**config.mk**
```make
export PLATFORM = sky130hd
export DESIGN_NAME = seq_mag_comp_flat
export DESIGN_NICKNAME = d
export VERILOG_FILES = /design/src/rtl/seq_mag_comp_if.sv /design/src/rtl/seq_mag_comp.sv /design/src/flat_wrapper.sv
export SDC_FILE = /design/constraint.sdc
export NUM_CORES = 1
export LEC_CHECK = 0
export CAP_MARGIN = 20
export CORE_ASPECT_RATIO = 1.4
export CORE_MARGIN = 10
export CORE_UTILIZATION = 67
export DETAILED_ROUTE_END_ITERATION = 10
export DONT_BUFFER_PORTS = 1
export GPL_ROUTABILITY_DRIVEN = 0
export PLACE_DENSITY = 0.83
export REMOVE_ABC_BUFFERS = 1
export SYNTH_ARGS = -nofsm -noshare
export SYNTH_HDL_FRONTEND = slang
export SYNTH_SLANG_ARGS = --single-unit
```
**constraint.sdc**
```tcl
create_clock -name clk -period 2.71 [get_ports clk]
set_input_delay 0.6775 -clock clk [delete_from_list [all_inputs] [get_ports clk]]
set_output_delay 0.6775 -clock clk [all_outputs]
set_load 0.02 [all_outputs]
```
**src/rtl/seq_mag_comp_if.sv**
```systemverilog
// Request/result bundle for the sequential magnitude comparator.
// master drives the operands and start; slave returns busy/done and the eq/gt/lt result.
interface seq_mag_comp_if #(
    parameter int WIDTH = 16
);
    logic             start;
    logic [WIDTH-1:0] a;
    logic [WIDTH-1:0] b;
    logic             signed_mode;
    logic             busy;
    logic             done;
    logic             eq;
    logic             gt;
    logic             lt;

    modport master (
        output start, a, b, signed_mode,
        input  busy, done, eq, gt, lt
    );

    modport slave (
        input  start, a, b, signed_mode,
        output busy, done, eq, gt, lt
    );
endinterface

```
**src/rtl/seq_mag_comp.sv**
```systemverilog
// Multi-cycle MSB-first magnitude compare, DIGIT bits per clock, unsigned or two's-complement.
// Latency: done k cycles after the start edge (k=NDIG, or first differing digit+1 with SEQCOMP_EARLY_EXIT_EN).
// Backpressure: start is ignored while busy; a new start is accepted in the done cycle.
module seq_mag_comp #(
    parameter int WIDTH = 16,
    parameter int DIGIT = 4
) (
    input  logic          clk,
    input  logic          rst_n,
    seq_mag_comp_if.slave cmp
);
    localparam int NDIG = WIDTH / DIGIT;
    localparam int IDXW = (NDIG > 1) ? $clog2(NDIG) : 1;
    localparam logic [IDXW-1:0]  LAST_IDX = IDXW'(NDIG - 1);
    localparam logic [WIDTH-1:0] MSB_MASK = {1'b1, {(WIDTH-1){1'b0}}};

    generate
        if (WIDTH < 2 || DIGIT < 1 || (WIDTH % DIGIT) != 0) begin : g_bad_cfg
            $error("seq_mag_comp: WIDTH must be >= 2 and an exact multiple of DIGIT");
        end
    endgenerate

    typedef enum logic [1:0] {IDLE, SCAN, DONE} state_t;

    state_t           state;
    logic [WIDTH-1:0] a_q;
    logic [WIDTH-1:0] b_q;
    logic [IDXW-1:0]  idx;
    logic             decided;
    logic             dec_gt;
    logic             busy_q;
    logic             done_q;
    logic             eq_q;
    logic             gt_q;
    logic             lt_q;

    logic [DIGIT-1:0] a_dig;
    logic [DIGIT-1:0] b_dig;
    logic             dig_ne;
    logic             dig_gt;
    logic             last_dig;
    logic             res_decided;
    logic             res_gt;
    logic             scan_exit;

    // Operands shift left each SCAN step, so the current digit is always the top one.
    always_comb begin
        a_dig       = a_q[WIDTH-1 -: DIGIT];
        b_dig       = b_q[WIDTH-1 -: DIGIT];
        dig_ne      = (a_dig != b_dig);
        dig_gt      = (a_dig > b_dig);
        last_dig    = (idx == LAST_IDX);
        res_decided = decided | dig_ne;
        res_gt      = decided ? dec_gt : dig_gt;
`ifdef SEQCOMP_EARLY_EXIT_EN
        scan_exit   = last_dig | dig_ne;
`else
        scan_exit   = last_dig;
`endif
    end

    always_ff @(posedge clk or negedge rst_n) begin
        if (!rst_n) begin
            state   <= IDLE;
            a_q     <= '0;
            b_q     <= '0;
            idx     <= '0;
            decided <= 1'b0;
            dec_gt  <= 1'b0;
            busy_q  <= 1'b0;
            done_q  <= 1'b0;
            eq_q    <= 1'b0;
            gt_q    <= 1'b0;
            lt_q    <= 1'b0;
        end else begin
            case (state)
                IDLE, DONE: begin
                    done_q <= 1'b0;
                    if (cmp.start) begin
                        // Flipping both MSBs maps two's-complement order onto unsigned order.
                        a_q     <= cmp.signed_mode ? (cmp.a ^ MSB_MASK) : cmp.a;
                        b_q     <= cmp.signed_mode ? (cmp.b ^ MSB_MASK) : cmp.b;
                        idx     <= '0;
                        decided <= 1'b0;
                        dec_gt  <= 1'b0;
                        busy_q  <= 1'b1;
                        eq_q    <= 1'b0;
                        gt_q    <= 1'b0;
                        lt_q    <= 1'b0;
                        state   <= SCAN;
                    end else begin
                        state <= IDLE;
                    end
                end
                SCAN: begin
                    if (scan_exit) begin
                        eq_q   <= ~res_decided;
                        gt_q   <= res_decided & res_gt;
                        lt_q   <= res_decided & ~res_gt;
                        busy_q <= 1'b0;
                        done_q <= 1'b1;
                        state  <= DONE;
                    end else begin
                        idx     <= idx + 1'b1;
                        a_q     <= a_q << DIGIT;
                        b_q     <= b_q << DIGIT;
                        decided <= res_decided;
                        dec_gt  <= res_gt;
                    end
                end
                default: state <= IDLE;
            endcase
        end
    end

    assign cmp.busy = busy_q;
    assign cmp.done = done_q;
    assign cmp.eq   = eq_q;
    assign cmp.gt   = gt_q;
    assign cmp.lt   = lt_q;
endmodule

```
**src/flat_wrapper.sv**
```systemverilog
// flat-port wrapper written by rule: the top's interface ports become plain ports
module seq_mag_comp_flat 
#(
    parameter int WIDTH = 16,
    parameter int DIGIT = 4
)
  (clk, rst_n, cmp_start, cmp_a, cmp_b, cmp_signed_mode, cmp_busy, cmp_done, cmp_eq, cmp_gt, cmp_lt);
  seq_mag_comp_if #(.WIDTH(WIDTH)) cmp_i ();
  input  logic clk;
  input  logic rst_n;
  input wire logic [$bits(cmp_i.start)-1:0] cmp_start;
  input wire logic [$bits(cmp_i.a)-1:0] cmp_a;
  input wire logic [$bits(cmp_i.b)-1:0] cmp_b;
  input wire logic [$bits(cmp_i.signed_mode)-1:0] cmp_signed_mode;
  output wire logic [$bits(cmp_i.busy)-1:0] cmp_busy;
  output wire logic [$bits(cmp_i.done)-1:0] cmp_done;
  output wire logic [$bits(cmp_i.eq)-1:0] cmp_eq;
  output wire logic [$bits(cmp_i.gt)-1:0] cmp_gt;
  output wire logic [$bits(cmp_i.lt)-1:0] cmp_lt;
  assign cmp_i.start = cmp_start;
  assign cmp_i.a = cmp_a;
  assign cmp_i.b = cmp_b;
  assign cmp_i.signed_mode = cmp_signed_mode;
  assign cmp_busy = cmp_i.busy;
  assign cmp_done = cmp_i.done;
  assign cmp_eq = cmp_i.eq;
  assign cmp_gt = cmp_i.gt;
  assign cmp_lt = cmp_i.lt;
  seq_mag_comp #(.WIDTH(WIDTH), .DIGIT(DIGIT)) u_core (.clk(clk), .rst_n(rst_n), .cmp(cmp_i));
endmodule
```
# Word-level counts from Yosys, hierarchy flattened
# Index checks and enable logic that the tools add are counted.
op_classes:
  add_sub_neg: 1
  order_cmp: 1
  n_eq_ne: 7
  mux: 31
  bitwise: 7
  n_reduce_logical: 6
op_table:
  columns: ["cell", "count"]
  rows:
  - ["two-way mux 16 bit", 6]
  - ["one-hot mux 16 bit (2 select lines)", 2]
  - ["one-hot mux 1 bit (2 select lines)", 7]
  - ["two-way mux 1 bit", 11]
  - ["one-hot mux 2 bit (2 select lines)", 2]
  - ["two-way mux 2 bit", 3]
  - ["AND reduction 3 bit", 2]
  - ["equality test 2 bit, second input constant", 2]
  - ["greater-than comparator 4 bit", 1]
  - ["!= test 2 bit, second input constant", 2]
  - ["!= test 4 bit", 1]
  - ["inverter 1 bit", 4]
  - ["adder 2 x 1 -> 2 bit, second input constant", 1]
  - ["bitwise AND 1 bit", 2]
  - ["equality test 2 x 1 -> 1 bit, second input constant", 1]
  - ["zero test 2 bit", 1]
  - ["!= test 2 x 1 -> 1 bit, second input constant", 1]
  - ["AND reduction 2 bit", 1]
  - ["nonzero test 2 bit", 1]
  - ["OR reduction 2 bit", 1]
  - ["bitwise OR 1 bit", 1]
word_totals:
  register_bits: 43
  input_bits: 36
  out_inout_bits: 5
  word_cells: 64

# Longest topological paths before layout
# Gate-level depths: netlist of run 1.
logic_depth:
  depth_word: 6
  mapped_depth: 6
  ltp_nobuf: 6

# Least setup slack after synthesis of run 1
# OpenSTA, ideal clock, no wires.
synth_timing:
  path_type: "in2reg"
  startpoint: "input port cmp_start"
  endpoint: "register u_core.a_q[13]"
  setup_ns: 0.127
  arrival_ns: 1.364
  required_ns: 2.583
  setup_slack_ns: 1.219
  stages: 5
  n_path_buf: 2
  path_cell_list: "nor2b_1 buf_6 nor2_4 clkbuf_2 o21ai_0"
synth_between:
  elab_chain_cells: 2
synth_lines:
  columns: ["item", "line", "source"]
  rows:
  - ["start: declaration", "flat_wrapper.sv:11", "input wire logic [$bits(cmp_i.start)-1:0] cmp_start;"]
  - ["!= test 2 bit (no line)", null, null]
  - ["AND reduction 3 bit (no line)", null, null]
  - ["end signal: assignment", "seq_mag_comp.sv:81", "a_q <= cmp.signed_mode ? (cmp.a ^ MSB_MASK) : cmp.a;"]
  - ["end signal: assignment", "seq_mag_comp.sv:105", "a_q <= a_q << DIGIT;"]
  - ["end: declaration", "seq_mag_comp.sv:26", "logic [WIDTH-1:0] a_q;"]
# No other way between the ends.
# A chain may end at the register's enable or synchronous reset.

# Worst setup path after layout of run 1
layout_timing:
  startpoint: "register u_core.idx[0]"
  endpoint: "register u_core.idx[0]"
layout_between:
  elab_chain_cells: 3
  word_cells_on_any_way: 6
  cone_classes: "add/sub: 1; eq/ne: 2; mux: 2; reduce/logical: 1"
layout_lines:
  columns: ["item", "line", "source"]
  rows:
  - ["start: declaration", "seq_mag_comp.sv:28", "logic [IDXW-1:0] idx;"]
  - ["start signal: assignment", "seq_mag_comp.sv:104", "idx <= idx + 1'b1;"]
  - ["adder 2 x 1 -> 2 bit or equality test 2 bit (tied branches)", "seq_mag_comp.sv:104, seq_mag_comp.sv:52", null]
  - ["two-way mux 2 bit or != test 2 bit (tied branches)", null, null]
  - ["one-hot mux 2 bit (2 select lines) or AND reduction 3 bit (tied branches)", null, null]
# Parallel ways exist; a longest one is shown, timed or not. The select of a mux whose other input is x is not followed.

==> out/metrics.yaml, run 1 <==
yosys:
  ys_types: 27
  ys_seq_area_frac: 0.531
  synth.top_cell.area_share: 0.531
  synth_most_common_cell: "nand2_1"
  synthesis.area_um2: 2030
  synth_edf_count: 0
  synth_ff_type: "dfrtp_1"
  async_reset_ff_frac: 1.00
  yosys.area.top_type: "dfrtp_1"
  syn_avg_cell_area_um2: 10.3
  yosys_warnings: 0
  synth_area_leaders: "dfrtp_1 53%, mux2i_1 11%, nand2_1 8.9%"
  syn_inst: 197
  synth-seq-cells: 43
  synth_common_cells: "48 x nand2_1, 43 x dfrtp_1, 33 x o21ai_0, 22 x mux2i_1, 7 x inv_1"
global_route:
  overflow: 0
  grt_max_degree: 54
  grt_pass1_vias: 1439
  track_usage: 0.151
  grt_pass1_wl_mm: 6.68
  antenna_found_initial: 0
finish:
  stdcell_count: 235
  n_antenna_cell: 0
  synthToLayoutAreaGrowth_pct: 4.26
  stdcell_area_um2: 2110
  layout-drive-gt1-share: 0.0859
  fillerInstances: 202
  nNetsFinal: 238
routing:
  dr.pass1.iters: 4
  wl_met3_um: 234
  via_per_inst: 5.70
  ant_nets: 0
  routedWlPerCell_um: 17.0
  drt-met1-wl_mm: 1.52
  post-route-drc-count: 0
  drt_iter0_drc: 67
  top_layer: "met4"
  wl_met2_mm: 2.19
  vias: 1339
  routed_wl_mm: 3.99
floorplan:
  dieArea_um2: 5650
  fp.dieW_um: 66.5
  initial_utilization: 0.704
  rows: 23
  core_um2: 2880
  io_pins: 41
  die_height_um: 85.1
cts:
  clk_path_buf_depth: 2
  cts_resized: 0
  cts_root_buf: "clkbuf_8"
  cts_setup_buffers: 0
  clk_latency_ns: 0.29
  htree_levels: 2
  cts_sinks: 43
  cts_buffers: 5
  ctsHoldBuffers: 0
  path_clk_slew_ns: 0.08
  cts_tree: "built"
sta:
  finClkSkew_ns: 0.00679
  setup_tns_ns: 0
  worstMarginPinSlew_ns: 0.521
  final.period_utilization: 0.703
  max-slew-margin-rel: 0.653
  setup_viol: 0
  rsz0062_at_grt: "no"
  fin_crit_ns: 1.90
  slew_viol_final: 0
  finalHoldViolations: 0
  final.setup.worst_slack_ns: 0.805
  max_freq_mhz: 525
power_and_ir_drop:
  powerDensity_nw_per_um2: 1260
  leakagePower_uw: 0.00102
  peakVddDrop_mv: 0.780
  power_uw: 2670
job:
  maxCapViolCount: 0
min_path:
  min_path_type: "in -> async"
setup_path:
  critPathTopFamily: "simple AND/OR/NAND/NOR gates"
  end_kind: "flop"
  crit_start: "u_core.idx[0]"
  critPathRequiredTime_ns: 2.88
  critPathLaunchType: "flop"
  critPathMaxFanout: 53
  timing_worst_setup_path_type: "reg -> reg"
  cp_slowest_cell: "nor3b_4"
  crit_buf_inv: 1
  cp_cell_sequence: "ha_1 -> nor3b_4 -> nor2_4 -> buf_4 -> mux2_2"
  r2r_start: "u_core.idx[0]"
  arrival_ns: 2.07
  slowest_delay_ns: 0.48
placement:
  hpwl_mm: 2.97
  placed_area_um2: 2010
  dpl.cell_count: 227
  post-place-ws_ns: 0.825
  io_buffers: 0
status:
  status: "completed"
==> power by group <==
part	leakage, µW	switching, µW	internal (µW)
logic	0.000419	627	461
clock network	0.0000515	202	232
registers	0.000547	214	930
total	0.00102	1040	1620
==> layout make-up <==
type	count	area, µm²	share of cell area
Tap cell	37	46.3	0.0219
Timing Repair Buffer	4	30.0	0.0142
Sequential cell	43	1080	0.509
Clock buffer	8	100	0.0474
Inverter	7	26.3	0.0124
Multi-Input combinational cell	136	833	0.395
==> routing by layer <==
layer  vias up  global-route usage
met3         6              0.0711
met5         -                   0
met2        24               0.251
li1        662                   -
met4         0              0.0382
met1       647               0.167
==> cells by family after synthesis <==
| group | count (synthesis) | share of synthesized area |
|---|---|---|
| xor gates and xnor gates | 2 | 0.00865 |
| muxes | 23 | 0.114 |
| adders and majority gates | 5 | 0.0309 |
| and+or+nand+nor | 63 | 0.143 |
| DFF | 43 | 0.531 |
| AOI/OAI and AO/OA | 43 | 0.115 |
| buffers and inverters | 18 | 0.0574 |
==> worst reg2reg max path, delay by kind of cell (launching register included) <==
family                   cells  cell delay, ns
multiplexers                 1            0.34
buffers and inverters        1            0.27
adder cells (fa/ha/maj)      1            0.27
flip-flops                   1            0.39
AND/OR/NAND/NOR              2            0.51
==> placed cells by master, fill, tap and decap left out <==
cell | Yosys | final
dfrtp_1 | 43 | 43
nor3b_4 | 1 | 1
nor2b_4 | 1 | 1
nand2b_1 | 2 | 2
a32o_1 | 2 | 2
o21ai_0 | 33 | 33
o21ai_1 | 2 | 2
a21oi_1 | 4 | 4
a22o_1 | 1 | 1
mux2i_1 | 22 | 22
mux2_2 | 1 | 1
buf_4 | 4 | 4
nand4_1 | 1 | 1
nand2_1 | 48 | 48
ha_1 | 5 | 5
nor2_4 | 1 | 1
xnor2_1 | 2 | 2
inv_1 | 7 | 7
or2_2 | 1 | 1
nor2_1 | 2 | 2
nor2b_1 | 1 | 1
a211o_1 | 1 | 1
clkbuf_8 | 0 | 7
nand2_2 | 1 | 1
nand3_1 | 4 | 4
clkbuf_1 | 0 | 1
==> sequential cells by signal (all words and copies together), names as in the netlist <==
name,count
u_core.b_q,16
u_core.dec_gt,1
u_core.idx,2
u_core.cmp.eq,1
u_core.state,2
u_core.cmp.done,1
u_core.cmp.gt,1
u_core.cmp.lt,1
u_core.cmp.busy,1
u_core.decided,1
u_core.a_q,16
==> per-stage QoR <==
step,hold WS (ns),util
floorplan,0.382,-
global placement,0.383,0.699
detailed placement,0.383,0.699
CTS,0.0657,0.734
global route,0.0439,0.734
finish,0.0738,0.734
==> path summary, 6_finish.rpt <==
kind | to | slack [ns] | cells past startpoint
max in group asynchronous | u_core.a_q[6] | 2.55 | 0
min in group clk | u_core.b_q[4] | 0.48 | 2
max | u_core.idx[0] | 0.81 | 5
min | u_core.b_q[15] | 0.07 | 0
min reg2reg | u_core.b_q[4] | 0.48 | 2
max reg2reg | u_core.idx[0] | 0.81 | 5
Note: power is estimated with default switching activity, not from simulation.
==> inputs of run 2 (changes only) <==
--- a/config.mk
+++ b/config.mk
@@ -8,11 +8,11 @@
 export CAP_MARGIN = 20
 export CORE_ASPECT_RATIO = 1.4
 export CORE_MARGIN = 10
-export CORE_UTILIZATION = 67
+export CORE_UTILIZATION = 62
 export DETAILED_ROUTE_END_ITERATION = 10
 export DONT_BUFFER_PORTS = 1
 export GPL_ROUTABILITY_DRIVEN = 0
-export PLACE_DENSITY = 0.83
+export PLACE_DENSITY = 0.78
 export REMOVE_ABC_BUFFERS = 1
 export SYNTH_ARGS = -nofsm -noshare
 export SYNTH_HDL_FRONTEND = slang
==> constraint.sdc (replaced) <==
create_clock -name clk -period 2 [get_ports clk]
set_input_delay 0.5 -clock clk [delete_from_list [all_inputs] [get_ports clk]]
set_output_delay 0.5 -clock clk [all_outputs]
set_load 0.02 [all_outputs]
==> run 2 against run 1 <==
Net effect:
- worst hold slack got worse by 0.034 ns
- highest routed layer unchanged
- core utilization decreased by 4.7 points
- first-iteration DRC count decreased by 27%
- combinational power increased by 39%
- clock-buffer cell count decreased by 2
- global-route usage decreased by 0.61 points
- critical endpoint unchanged
- sequential share of layout area decreased by 0.77 points
==> out/metrics.yaml, run 2 (synthesis gave the netlist of run 1 again) <==
routing:
  routed_wl_mm: 4.01  # +0.33%
  drt_iter0_drc: 49  # -27%
  via_per_inst: 5.75  # +0.97%
  post-route-drc-count: 0  # unchanged
  routedWlPerCell_um: 16.8  # -1.4%
  vias: 1375  # +2.7%
  ant_nets: 0  # unchanged
  dr.pass1.iters: 4  # unchanged
finish:
  synthToLayoutAreaGrowth_pct: 5.87
  layout-drive-gt1-share: 0.100  # +0.0141
  n_antenna_cell: 0  # unchanged
  layout_common_cells: "48 x nand2_1, 43 x dfrtp_1, 33 x o21ai_0, 22 x mux2i_1, 7 x inv_1"
  layout_commonest_cell: "nand2_1"
  stdcell_area_um2: 2140  # +1.5%
  top_regs: "u_core.a_q: 16 flops, u_core.b_q: 16 flops"
  nNetsFinal: 240  # +0.84%
setup_path:
  critPathLaunchType: "flop"
  cp_slowest_cell: "dfrtp_1"
  end_kind: "flop"
  critPathMaxFanout: 26  # -51%
  timing_worst_setup_path_type: "reg -> reg"
  critPathRequiredTime_ns: 2.19  # -0.69 ns
  cp_cell_sequence: "ha_1 -> nor3b_4 -> nor2_4 -> mux2_2"
  arrival_ns: 1.82  # -0.25 ns
  slowest_delay_ns: 0.40  # -0.08 ns
floorplan:
  die_height_um: 87.6  # +3.0%
  io_pins: 41  # unchanged
  fp.dieW_um: 68.3  # +2.8%
  dieArea_um2: 5990  # +5.9%
  core_um2: 3120  # +8.5%
  rows: 24  # +4.3%
  initial_utilization: 0.649  # -0.0553
cts:
  cts_sinks: 43  # unchanged
  cts_setup_buffers: 0  # unchanged
  path_clk_slew_ns: 0.08  # about the same
  htree_levels: 2  # unchanged
  clk_latency_ns: 0.30  # about the same
  clk_path_buf_depth: 2  # unchanged
  cts_root_buf: "clkbuf_8"
  cts_tree: "built"
  cts_buffers: 5  # unchanged
sta:
  final.period_utilization: 0.816  # +0.113
  worstMarginPinSlew_ns: 0.548  # +0.0279 ns
  fin_crit_ns: 1.63  # -0.273 ns
  finalHoldViolations: 0  # unchanged
  rsz0062_at_grt: "no"
  setup_tns_ns: 0  # unchanged
  max_freq_mhz: 613  # +17%
  max-slew-margin-rel: 0.634  # -0.0191
  slew_viol_final: 0  # unchanged
  final.setup.worst_slack_ns: 0.368  # -0.437 ns
  setup_viol: 0  # unchanged
  holdWs_ns: 0.0399  # -0.0339 ns
  finClkSkew_ns: 0.00678  # -0.0000133 ns
power_and_ir_drop:
  p_int_uw: 2180  # +35%
  leakagePower_uw: 0.00102  # +0.76%
  pwr-share-clk: 0.159  # -0.004
  p_sw_frac: 0.401  # +0.0103
  peakVddDrop_mv: 1.20  # +54%
  p_sw_uw: 1460  # +40%
  p_seq_frac: 0.424  # -0.005
  powerDensity_nw_per_um2: 1700  # +35%
  combPwrFrac: 0.417  # +0.009
  power_uw: 3650  # +37%
placement:
  hpwl_mm: 2.92  # -1.7%
  post-place-ws_ns: 0.133  # -0.692 ns
  placed_area_um2: 2010  # +0.12%
  io_buffers: 0  # unchanged
status:
  status: "completed"
global_route:
  grt_pass1_vias: 1452  # +0.90%
  grt_max_degree: 54  # unchanged
  overflow: 0  # unchanged
  antenna_found_initial: 0  # unchanged
  grt_pass1_wl_mm: 6.58  # -1.6%
  track_usage: 0.144  # -0.00615
job:
  maxCapViolCount: 0  # unchanged
min_path:
  min_path_type: "in -> async"
[run 2: final timing paths]
check,from,endpoint,slack [ns],depth (start not counted)
worst max-delay path,u_core.idx[0],u_core.idx[0],0.37,4
worst min-delay path,rst_n,u_core.b_q[9],0.04,1
worst max register to register,u_core.idx[0],u_core.idx[0],0.37,4
worst min register to register,u_core.idx[1],u_core.idx[1],0.48,2
max in group asynchronous,rst_n,u_core.a_q[8],1.77,1
min in group clk,cmp_a[1],u_core.a_q[1],0.31,2
[run 2: timing repair]
item | CTS | global route
hold buffers | 1 | 0
setup endpoints to repair | 0 | 13
hold endpoints to repair | 43 | 0
gates resized for setup | 0 | 1
[run 2: critical path, delay by kind of cell, from the launching register on]
| kind | cells | cell delay, ns |
|---|---|---|
| flip-flops | 1 | 0.40 |
| AND/OR/NAND/NOR | 2 | 0.53 |
| adder cells (fa/ha/maj) | 1 | 0.28 |
| multiplexers | 1 | 0.31 |
[run 2: routing by layer]
layer | global-route usage | wire [µm] | up-vias
met1 | 0.153 | 1600 | 654
met5 | 0 | 0 | -
met2 | 0.233 | 1990 | 43
met3 | 0.0703 | 312 | 10
li1 | - | - | 668
met4 | 0.0697 | 98 | 0
[run 2: area by class of cell]
| cell class | count | area (µm²) |
|---|---|---|
| clock buffer | 6 | 82.6 |
| multi-input combinational | 137 | 845 |
| fill | 251 | 978 |
| sequential | 43 | 1080 |
| tap | 39 | 48.8 |
| timing repair buffer | 5 | 50.0 |
| inverter | 7 | 26.3 |
| clock inverter | 2 | 16.3 |
[run 2: metrics by stage]
stage,utilization,cells
6_report,0.687,239
2_1_floorplan,-,186
3_5_place_dp,0.645,229
4_1_cts,0.683,238
3_3_place_gp,0.645,229
5_1_grt,0.687,239
[run 2: power groups by stage]
| stage | Combinational (µW) | Clock, µW | Sequential (µW) |
|---|---|---|---|
| floorplan | 1160 | 0 | 1480 |
| detailed placement | 1460 | 0 | 1570 |
| finish | 1520 | 581 | 1550 |
| CTS | 1490 | 596 | 1550 |
| global route | 1750 | 635 | 1600 |
| global placement | 1390 | 0 | 1540 |
==> inputs of run 3 (changes only) <==
==> constraint.sdc (replaced) <==
create_clock -name clk -period 1.7 [get_ports clk]
set_input_delay 0.425 -clock clk [delete_from_list [all_inputs] [get_ports clk]]
set_output_delay 0.425 -clock clk [all_outputs]
set_load 0.02 [all_outputs]
==> run 3 against run 2 <==
Net effect:
- clock-buffer cell count grew 1
- largest cell class unchanged
- via count grew 1.3%
- critical path type unchanged
- sequential power grew 19%
- flip-flop and latch count is the same
- register-to-register slack lost 0.27 ns
==> out/metrics.yaml, run 3 (synthesis gave the netlist of run 1 again) <==
finish:
  fillerInstances: 255  # +1.6%
  n_antenna_cell: 0  # unchanged
  layout_common_cells: "48 x nand2_1, 43 x dfrtp_1, 33 x o21ai_0, 22 x mux2i_1, 7 x inv_1"
  stdcell_area_um2: 2150  # +0.35%
  top_regs: "u_core.a_q: 16 flops, u_core.b_q: 16 flops"
  seqCellArea_um2: 1080  # unchanged
  layout-drive-gt1-share: 0.0945  # -0.00547
  multiInputGateArea_um2: 847  # +0.30%
  stdcell_count: 240  # +0.42%
  synthToLayoutAreaGrowth_pct: 6.24
  nNetsFinal: 241  # +0.42%
  layout_commonest_cell: "nand2_1"
sta:
  setup_tns_ns: 0  # unchanged
  slew_viol_final: 0  # unchanged
  worstMarginPinSlew_ns: 0.563  # +0.0145 ns
  finClkSkew_ns: 0.00370  # -0.00308 ns
  holdWs_ns: 0.259  # +0.219 ns
  fin_crit_ns: 1.61  # -0.0265 ns
  final.setup.worst_slack_ns: 0.0944  # -0.274 ns
  final.period_utilization: 0.944  # +0.128
  rsz0062_at_grt: "no"
  max_freq_mhz: 623  # +1.7%
  finalHoldViolations: 0  # unchanged
  max-slew-margin-rel: 0.624  # -0.00971
  setup_viol: 0  # unchanged
floorplan:
  io_pins: 41  # unchanged
  fp.dieW_um: 68.3  # unchanged
  core_um2: 3120  # unchanged
  rows: 24  # unchanged
  initial_utilization: 0.649  # unchanged
  die_height_um: 87.6  # unchanged
  dieArea_um2: 5990  # unchanged
setup_path:
  arrival_ns: 1.78  # -0.04 ns
  cp_cell_sequence: "ha_2 -> nor3b_4 -> nor2_4 -> mux2_2"
  crit_buf_inv: 0  # unchanged
  reg2reg_to: "u_core.idx[0]"
  slowest_delay_ns: 0.41  # about the same
  ff2ff_path_depth: 4  # unchanged
  critPathMaxFanout: 27  # +3.8%
  end_kind: "flop"
  critPathRequiredTime_ns: 1.87  # -0.32 ns
  timing_worst_setup_path_type: "reg -> reg"
  critPathTopFamily: "simple AND/OR/NAND/NOR gates"
  cp_slowest_cell: "dfrtp_1"
  r2r_start: "u_core.idx[0]"
  reg2reg_slack_ns: 0.09  # -0.27 ns
  critPathLaunchType: "flop"
global_route:
  grt_pass1_vias: 1474  # +1.5%
  overflow: 0  # unchanged
  grt_max_degree: 44  # -19%
  track_usage: 0.154  # +0.00979
  grt_pass1_wl_mm: 7.18  # +9.1%
  antenna_found_initial: 0  # unchanged
routing:
  routed_wl_mm: 4.23  # +5.6%
  via_per_inst: 5.80  # +0.89%
  routedWlPerCell_um: 17.6  # +5.2%
  dr.pass1.iters: 4  # unchanged
  drt_iter0_drc: 58  # +18%
  vias: 1393  # +1.3%
  ant_nets: 0  # unchanged
  post-route-drc-count: 0  # unchanged
cts:
  clk_path_buf_depth: 2  # unchanged
  cts_tree: "built"
  cts_root_buf: "clkbuf_8"
  htree_levels: 2  # unchanged
  cts_sinks: 43  # unchanged
  cts_buffers: 5  # unchanged
  path_clk_slew_ns: 0.07  # about the same
  cts_setup_buffers: 0  # unchanged
  clk_latency_ns: 0.29  # about the same
placement:
  placed_area_um2: 2030  # +0.62%
  dpl.cell_count: 229  # unchanged
  io_buffers: 0  # unchanged
  post-place-ws_ns: -0.173  # -0.306 ns
  hpwl_mm: 2.94  # +0.75%
min_path:
  min_path_type: "in -> reg"
  min_to: "u_core.b_q[2]"
  min_path_cells: 2
  worstHoldStart: "cmp_b[2]"
power_and_ir_drop:
  powerDensity_nw_per_um2: 2010  # +18%
  peakVddDrop_mv: 1.64  # +37%
  leakagePower_uw: 0.00103  # +0.18%
job:
  maxCapViolCount: 0  # unchanged
status:
  status: "completed"
[run 3: worst reg2reg max path, delay by kind of cell (launching register included)]
family / cells / cell delay, ns
mux: 1 / 0.33
simple gates: 2 / 0.50
fa+ha+maj: 1 / 0.24
flops: 1 / 0.41
[run 3: how the worst max path moves through the flow]
stage | from | end | slack [ns] | cells past startpoint
after floorplan | u_core.idx[0] | u_core.idx[0] | 0.04 | 4
after global placement | u_core.idx[0] | u_core.idx[1] | -0.04 | 6
after detailed placement | u_core.idx[0] | u_core.b_q[12] | -0.17 | 4
after CTS | u_core.idx[0] | u_core.idx[0] | 0.04 | 4
after global routing | u_core.idx[0] | u_core.idx[0] | 0.03 | 4
final | u_core.idx[0] | u_core.idx[0] | 0.09 | 4
[run 3: power breakdown]
part | internal, µW | switching (µW)
Clock | 288 | 313
Combinational | 808 | 1080
Sequential | 1480 | 355
[run 3: stage by stage]
stage / total power (µW) / util
detailed placement: 3640 / 0.649
global placement: 3490 / 0.649
floorplan: 3110 / -
finish: 4330 / 0.689
CTS: 4340 / 0.688
global route: 4700 / 0.689
[run 3: area by class of cell]
| cell class | count | share of cell area |
|---|---|---|
| Timing Repair Buffer | 6 | 0.0337 |
| Sequential cell | 43 | 0.500 |
| Multi-Input combinational cell | 137 | 0.394 |
| Clock buffer | 7 | 0.0355 |
| Clock inverter | 1 | 0.00233 |
| Inverter | 7 | 0.0122 |
| Tap cell | 39 | 0.0227 |
[run 3: what timing repair did]
| action | CTS | global route |
|---|---|---|
| gates resized for setup | 1 | 1 |
| pin swaps | 1 | 0 |
| cloned | 1 | 0 |
| endpoints found under the hold margin | 43 | 0 |
| endpoints found under the setup margin | 29 | 2 |
| hold buffers | 2 | 0 |
[run 3: layer usage]
layer / vias up / part of all wire / global-route usage
met5: - / 0 / 0
met4: 0 / 0.014 / 0.0495
met3: 6 / 0.055 / 0.0550
met2: 39 / 0.51 / 0.251
met1: 682 / 0.42 / 0.183
li1: 666 / - / -
